--- config.mk ---
export PLATFORM = sky130hd
export DESIGN_NAME = mem_port_arbiter
export DESIGN_NICKNAME = d
export VERILOG_FILES = /design/src/rtl/mem_pkg.sv /design/src/rtl/arb_pick.sv /design/src/rtl/mem_port_arbiter.sv
export SDC_FILE = /design/constraint.sdc
export NUM_CORES = 1
export LEC_CHECK = 0
export BUFFER_PORTS_ARGS = -buffer_cell sky130_fd_sc_hd__buf_2
export CAP_MARGIN = 20
export CORE_MARGIN = 4
export CORE_UTILIZATION = 48
export CTS_CLUSTER_SIZE = 30
export DETAILED_ROUTE_END_ITERATION = 8
export GPL_ROUTABILITY_DRIVEN = 0
export HOLD_SLACK_MARGIN = 0.05
export PLACE_DENSITY = 0.8
export SLEW_MARGIN = 20
export SYNTH_ARGS = -nofsm -noshare
export SYNTH_HDL_FRONTEND = slang
export SYNTH_SLANG_ARGS = --single-unit
--- constraint.sdc ---
create_clock -name clk -period 2.5 [get_ports clk]
set_clock_uncertainty 0.15 [all_clocks]
set_input_delay 0.5 -clock clk [delete_from_list [all_inputs] [get_ports clk]]
set_output_delay 0.5 -clock clk [all_outputs]
set_load 0.01 [all_outputs]
--- src/rtl/mem_pkg.sv ---
// Shared memory-command encoding and arbiter state type for the RAM port logic.
package mem_pkg;

    localparam logic [1:0] MREAD  = 2'd1;
    localparam logic [1:0] MNONE  = 2'd2;
    localparam logic [1:0] MWRITE = 2'd3;

    typedef enum logic [1:0] {
        IDLE,
        ISSUE,
        RDATA
    } arb_state_t;

    function automatic logic is_mem_op(input logic [1:0] cmd);
        return (cmd == MREAD) || (cmd == MWRITE);
    endfunction

endpackage

--- src/rtl/arb_pick.sv ---
// Two-way winner select: a lone request wins outright; a tie goes to the port
// that did not win last (round-robin) or always to port 0 (fixed priority).
module arb_pick #(
    parameter int RR = 1
) (
    input  logic req0_i,
    input  logic req1_i,
    input  logic last_i,
    output logic valid_o,
    output logic win_o
);

    always_comb begin
        valid_o = req0_i | req1_i;
        win_o   = 1'b0;
        if (req0_i && req1_i) begin
            win_o = (RR != 0) ? ~last_i : 1'b0;
        end else if (req1_i) begin
            win_o = 1'b1;
        end
    end

endmodule

--- src/rtl/mem_port_arbiter.sv ---
// Shares one synchronous-read RAM port between the CPU (port 0) and the
// auxiliary master (port 1); every access runs arbitrate -> issue -> capture.
//
//   state | meaning
//   IDLE  | sample requests, latch winner's command onto the RAM bus
//   ISSUE | command on the RAM bus, grant pulse to the winner
//   RDATA | RAM read data arriving, captured into rdata at the end
module mem_port_arbiter
    import mem_pkg::*;
#(
    parameter int AW = 9,
    parameter int DW = 16,
    parameter int RR = 1
) (
    input  logic          clk,
    input  logic          reset,
    input  logic          req0,
    input  logic [1:0]    cmd0,
    input  logic [AW-1:0] addr0,
    input  logic [DW-1:0] wdata0,
    output logic          gnt0,
    output logic          rvalid0,
    input  logic          req1,
    input  logic [1:0]    cmd1,
    input  logic [AW-1:0] addr1,
    input  logic [DW-1:0] wdata1,
    output logic          gnt1,
    output logic          rvalid1,
    output logic [DW-1:0] rdata,
    output logic [1:0]    mem_cmd,
    output logic [AW-1:0] mem_addr,
    output logic [DW-1:0] mem_wdata,
    input  logic [DW-1:0] mem_rdata
);

    arb_state_t    state_q, state_d;
    logic          last_q, last_d;
    logic          win_q, win_d;
    logic [1:0]    cmd_lat_q, cmd_lat_d;
    logic [1:0]    mem_cmd_q, mem_cmd_d;
    logic [AW-1:0] mem_addr_q, mem_addr_d;
    logic [DW-1:0] mem_wdata_q, mem_wdata_d;
    logic [DW-1:0] rdata_q, rdata_d;
    logic          gnt0_q, gnt0_d, gnt1_q, gnt1_d;
    logic          rvalid0_q, rvalid0_d, rvalid1_q, rvalid1_d;

    logic          pick_valid;
    logic          pick_win;
    logic [1:0]    cmd_sel;
    logic [AW-1:0] addr_sel;
    logic [DW-1:0] wdata_sel;

    arb_pick #(
        .RR (RR)
    ) u_pick (
        .req0_i  (req0),
        .req1_i  (req1),
        .last_i  (last_q),
        .valid_o (pick_valid),
        .win_o   (pick_win)
    );

    assign cmd_sel   = pick_win ? cmd1   : cmd0;
    assign addr_sel  = pick_win ? addr1  : addr0;
    assign wdata_sel = pick_win ? wdata1 : wdata0;

    always_ff @(posedge clk) begin
        if (reset) begin
            state_q     <= IDLE;
            last_q      <= 1'b1;
            win_q       <= 1'b0;
            cmd_lat_q   <= MNONE;
            mem_cmd_q   <= MNONE;
            mem_addr_q  <= '0;
            mem_wdata_q <= '0;
            rdata_q     <= '0;
            gnt0_q      <= 1'b0;
            gnt1_q      <= 1'b0;
            rvalid0_q   <= 1'b0;
            rvalid1_q   <= 1'b0;
        end else begin
            state_q     <= state_d;
            last_q      <= last_d;
            win_q       <= win_d;
            cmd_lat_q   <= cmd_lat_d;
            mem_cmd_q   <= mem_cmd_d;
            mem_addr_q  <= mem_addr_d;
            mem_wdata_q <= mem_wdata_d;
            rdata_q     <= rdata_d;
            gnt0_q      <= gnt0_d;
            gnt1_q      <= gnt1_d;
            rvalid0_q   <= rvalid0_d;
            rvalid1_q   <= rvalid1_d;
        end
    end

    always_comb begin
        state_d     = state_q;
        last_d      = last_q;
        win_d       = win_q;
        cmd_lat_d   = cmd_lat_q;
        mem_cmd_d   = MNONE;
        mem_addr_d  = mem_addr_q;
        mem_wdata_d = mem_wdata_q;
        rdata_d     = rdata_q;
        gnt0_d      = 1'b0;
        gnt1_d      = 1'b0;
        rvalid0_d   = 1'b0;
        rvalid1_d   = 1'b0;

        case (state_q)
            IDLE: begin
                if (pick_valid) begin
                    win_d       = pick_win;
                    last_d      = pick_win;
                    cmd_lat_d   = cmd_sel;
                    // No-op commands are granted but never reach the RAM.
                    mem_cmd_d   = is_mem_op(cmd_sel) ? cmd_sel : MNONE;
                    mem_addr_d  = addr_sel;
                    mem_wdata_d = wdata_sel;
                    gnt0_d      = ~pick_win;
                    gnt1_d      = pick_win;
                    state_d     = ISSUE;
                end
            end
            ISSUE: begin
                state_d = (cmd_lat_q == MREAD) ? RDATA : IDLE;
            end
            RDATA: begin
                rdata_d   = mem_rdata;
                rvalid0_d = ~win_q;
                rvalid1_d = win_q;
                state_d   = IDLE;
            end
            default: begin
                state_d = IDLE;
            end
        endcase
    end

    assign gnt0      = gnt0_q;
    assign gnt1      = gnt1_q;
    assign rvalid0   = rvalid0_q;
    assign rvalid1   = rvalid1_q;
    assign rdata     = rdata_q;
    assign mem_cmd   = mem_cmd_q;
    assign mem_addr  = mem_addr_q;
    assign mem_wdata = mem_wdata_q;

endmodule

==> reports/results.tsv <==
stage	metric	value	unit
layout	Layout area overhead	29.2	%
floorplan	core area	0.00450	mm²
logic_synthesis	post-synth top area share	46.0	%
timing	f_max	600	MHz
floorplan	Initial Util	51.2	%
floorplan	die area	0.00598	mm²
power_and_ir_drop	Worst IR Drop VDD	399	µV
detailed_routing	Vias	2120	
worst_hold_path	Worst Hold Path Cells	3	
logic_synthesis	post-synthesis simple-gate area fraction	23.7	%
timing	slew margin rel.	54.4	%
critical_path	CP Max Fanout	35	
timing	setup_tns	0	ps
placement	placed cells	410	
critical_path	slowest CP cell	dfxtp_1	
detailed_routing	DRC viols	0	
critical_path	Max stage delay on crit path	360	ps
logic_synthesis	YS warnings	0	
cts	Post-CTS Setup Bufs	0	
logic_synthesis	mapped cell area	0.00231	mm²
layout	layout cell share with drive strength beyond 1	47.0	%
cts	total CTS buffers	5	
layout	Layout Cells excl Fill	418	
detailed_routing	post-route ant nets	0	
detailed_routing	First-pass DRT Iterations	4	
cts	clk buf depth	2	
cts	post-cts resize count	0	
logic_synthesis	multiplexer share of the synthesized area	0.434	%
logic_synthesis	mean post-synth cell area	9.08	µm²
logic_synthesis	Distinct cells, synth	29	
worst_hold_path	hold path startpoint	mem_rdata[13]	
logic_synthesis	number of standard cells after synthesis	254	
critical_path	Buffers & Inverters on Critical Path	1	
grt	first-pass GRT wire length	9350	µm
logic_synthesis	Synth Area in Compound Gates	22.6	%
floorplan	Die Wd	77.3	µm
critical_path	Critical Path Start Type	flip-flop	
detailed_routing	Routed Wire Length	5630	µm
critical_path	R2R Path End	mem_wdata[6]$_SDFFE_PP0P_	
detailed_routing	Routed wire per std cell	13.5	µm
layout	antenna cells	0	
layout	Final nets	439	
critical_path	Reg-to-Reg Start	state_q[1]$_SDFFE_PP0P_	
cts	clock-pin slew on the worst setup and hold paths	100	ps
grt	antenna violations before repair	0	
timing	Slew Limit Fails	0	
timing	crit share post-route	66.7	%
grt	Total Routing Usage GR	19.0	%
grt	pin count of the biggest net entering global routing	36	
cts	cts hold-fix bufs	0	
placement	HPWL Detailed	4270	µm
critical_path	Crit path max-delay family	compound AO/OA/AOI/OAI gates	
worst_hold_path	worst min-delay path class	in -> reg	
critical_path	Setup CP Type	reg -> reg	
logic_synthesis	adder-cell area share of the yosys netlist	0	%
grt	vias in the first global route	2133	
cts	Sink Count	53	
logic_synthesis	post-synth top area cell	dfxtp_1	
cts	Skew-Pair Late Insertion Delay	310	ps
cts	H-tree Lvls	2	
critical_path	Worst setup EP type	flip-flop	
logic_synthesis	synth top area cells	dfxtp_1 (46%), a311oi_2 (14%), nand2_1 (12%), nor2_1 (4.4%), a21oi_1 (3.5%)	
floorplan	Die Ht	77.3	µm
worst_hold_path	Hold Crit Endpoint	rdata[13]$_SDFFE_PP0N_	
logic_synthesis	sequential fraction of the synthesis area	46.0	%
power_and_ir_drop	Leakage	1.37	nW
floorplan	Row Count	24	
grt	total congestion overflow	0	
timing	final setup vio count	0	
power_and_ir_drop	pwr dens	594	mW/mm²
critical_path	Worst R2R Path Depth	5	
cts	CTS tree	built	
cts	clk root buf	clkbuf_8	
logic_synthesis	Mapped Nets	328	
placement	port bufs	120	
run_status	outcome	complete, no violations	
flow_run	MaxCap Viol Count	0	
critical_path	CP required	2570	ps
timing	Worst Max-Slew Pin Slew	684	ps
logic_synthesis	largest family of logic cells by synthesized area	simple AND/OR/NAND/NOR gates	
detailed_routing	routed vias/inst	5.07	
logic_synthesis	XOR/XNOR Fraction of Synth Area	0	%
critical_path	Arr. time, crit path	1740	ps
logic_synthesis	Synth Register Bits	53	
critical_path	slack of the worst reg-to-reg path	830	ps
timing	Hold Fails Final Rpt	0	
floorplan	io pins	121	
detailed_routing	DRT iter0 DRCs	84	
critical_path	worst path cell trace	nor2_4, o21a_4, buf_12, nor2_1, a311oi_2	
timing	RSZ-0062 raised after global routing	false	
timing	fin crit period	1670	ps
==> report_power, final <==
| part | internal (W) | switching, W |
|---|---|---|
| combinational | 0.000162 | 0.000190 |
| sequential | 0.000898 | 0.0000266 |
| clock | 0.000203 | 0.000292 |
==> cells in the final DEF (no fill, tap or decap), drive strengths merged <==
| master | instances |
|---|---|
| a211oi | 1 |
| a21bo | 1 |
| a21boi | 1 |
| a21oi | 16 |
| a221o | 1 |
| a22oi | 1 |
| a311oi | 25 |
| and3 | 1 |
| buf | 126 |
| clkbuf | 5 |
| clkinv | 1 |
| clkinvlp | 1 |
| dfxtp | 53 |
| inv | 1 |
| mux2i | 1 |
| nand2 | 86 |
| nand2b | 1 |
| nor2 | 30 |
| nor2b | 2 |
| nor3 | 4 |
| nor3b | 3 |
| nor4 | 1 |
| o21a | 1 |
| o21ai | 2 |
| o21bai | 1 |
==> per-layer routing <==
metal	routed length (µm)	global-route usage, %
met1	2220	20.7
met2	2980	36.8
met3	378	4.17
met4	44	4.80
met5	0	0
==> worst register-to-register path: stages, from the launching register on <==
cell	delay, ps
dfxtp_1	360
nor2_4	170
o21a_4	340
buf_12	250
nor2_1	70
a311oi_2	240
==> flip-flops by register name, indices dropped and copies added (netlist names) <==
signal and cells:
rvalid0 1, rvalid1 1, rdata 16, state_q 2, mem_wdata 16, cmd_lat_q 2, mem_cmd 2, gnt0 1
mem_addr 9, last_q 1, gnt1 1, win_q 1
==> cell usage after synthesis (all sizes together) <==
cell type / n
nand2: 86
dfxtp: 53
nor2: 30
a311oi: 25
a21oi: 16
buf: 16
clkbuf: 6
nor3: 4
nor3b: 3
nor2b: 2
o21ai: 2
a211oi: 1
a21bo: 1
a21boi: 1
a221o: 1
a22oi: 1
and3: 1
mux2i: 1
nand2b: 1
nor4: 1
o21a: 1
o21bai: 1
==> worst max path at each step <==
stage	start	end	slack (ps)	cells after the start
5_1_grt	state_q[1]$_SDFFE_PP0P_	mem_wdata[5]$_SDFFE_PP0P_	720	5
4_1_cts	state_q[1]$_SDFFE_PP0P_	mem_wdata[3]$_SDFFE_PP0P_	820	5
3_3_place_gp	req1	mem_addr[5]$_SDFFE_PP0P_	620	5
3_5_place_dp	req1	mem_addr[5]$_SDFFE_PP0P_	570	5
2_1_floorplan	reset	mem_addr[0]$_SDFFE_PP0P_	1020	3
6_report	state_q[1]$_SDFFE_PP0P_	mem_wdata[6]$_SDFFE_PP0P_	830	5
==> cell families after synthesis <==
group | Yosys count
muxes | 1
AOI/OAI and AO/OA | 50
and+or+nand+nor | 128
buffers and inverters | 22
DFF | 53
==> through the flow <==
step	area [µm²]	util, %	power [W]	hold slack [ps]	setup slack (ps)
final	2980	66.2	0.00177	269	833
after global routing	2980	66.2	0.00187	255	718
after CTS	2980	66.2	0.00179	258	816
after detailed placement	2890	64.1	0.00130	262	566
after global placement	2890	64.1	0.00129	268	621
after floorplan	2310	-	0.00118	247	1020
==> cell type report <==
class	instances	area, µm²
tap	52	65.1
clock inverter	3	25.0
multi-input combinational	179	1080
timing repair buffer	126	683
sequential	53	1060
fill	390	1520
clock buffer	5	68.8
Power figures use the tool's default switching activity.
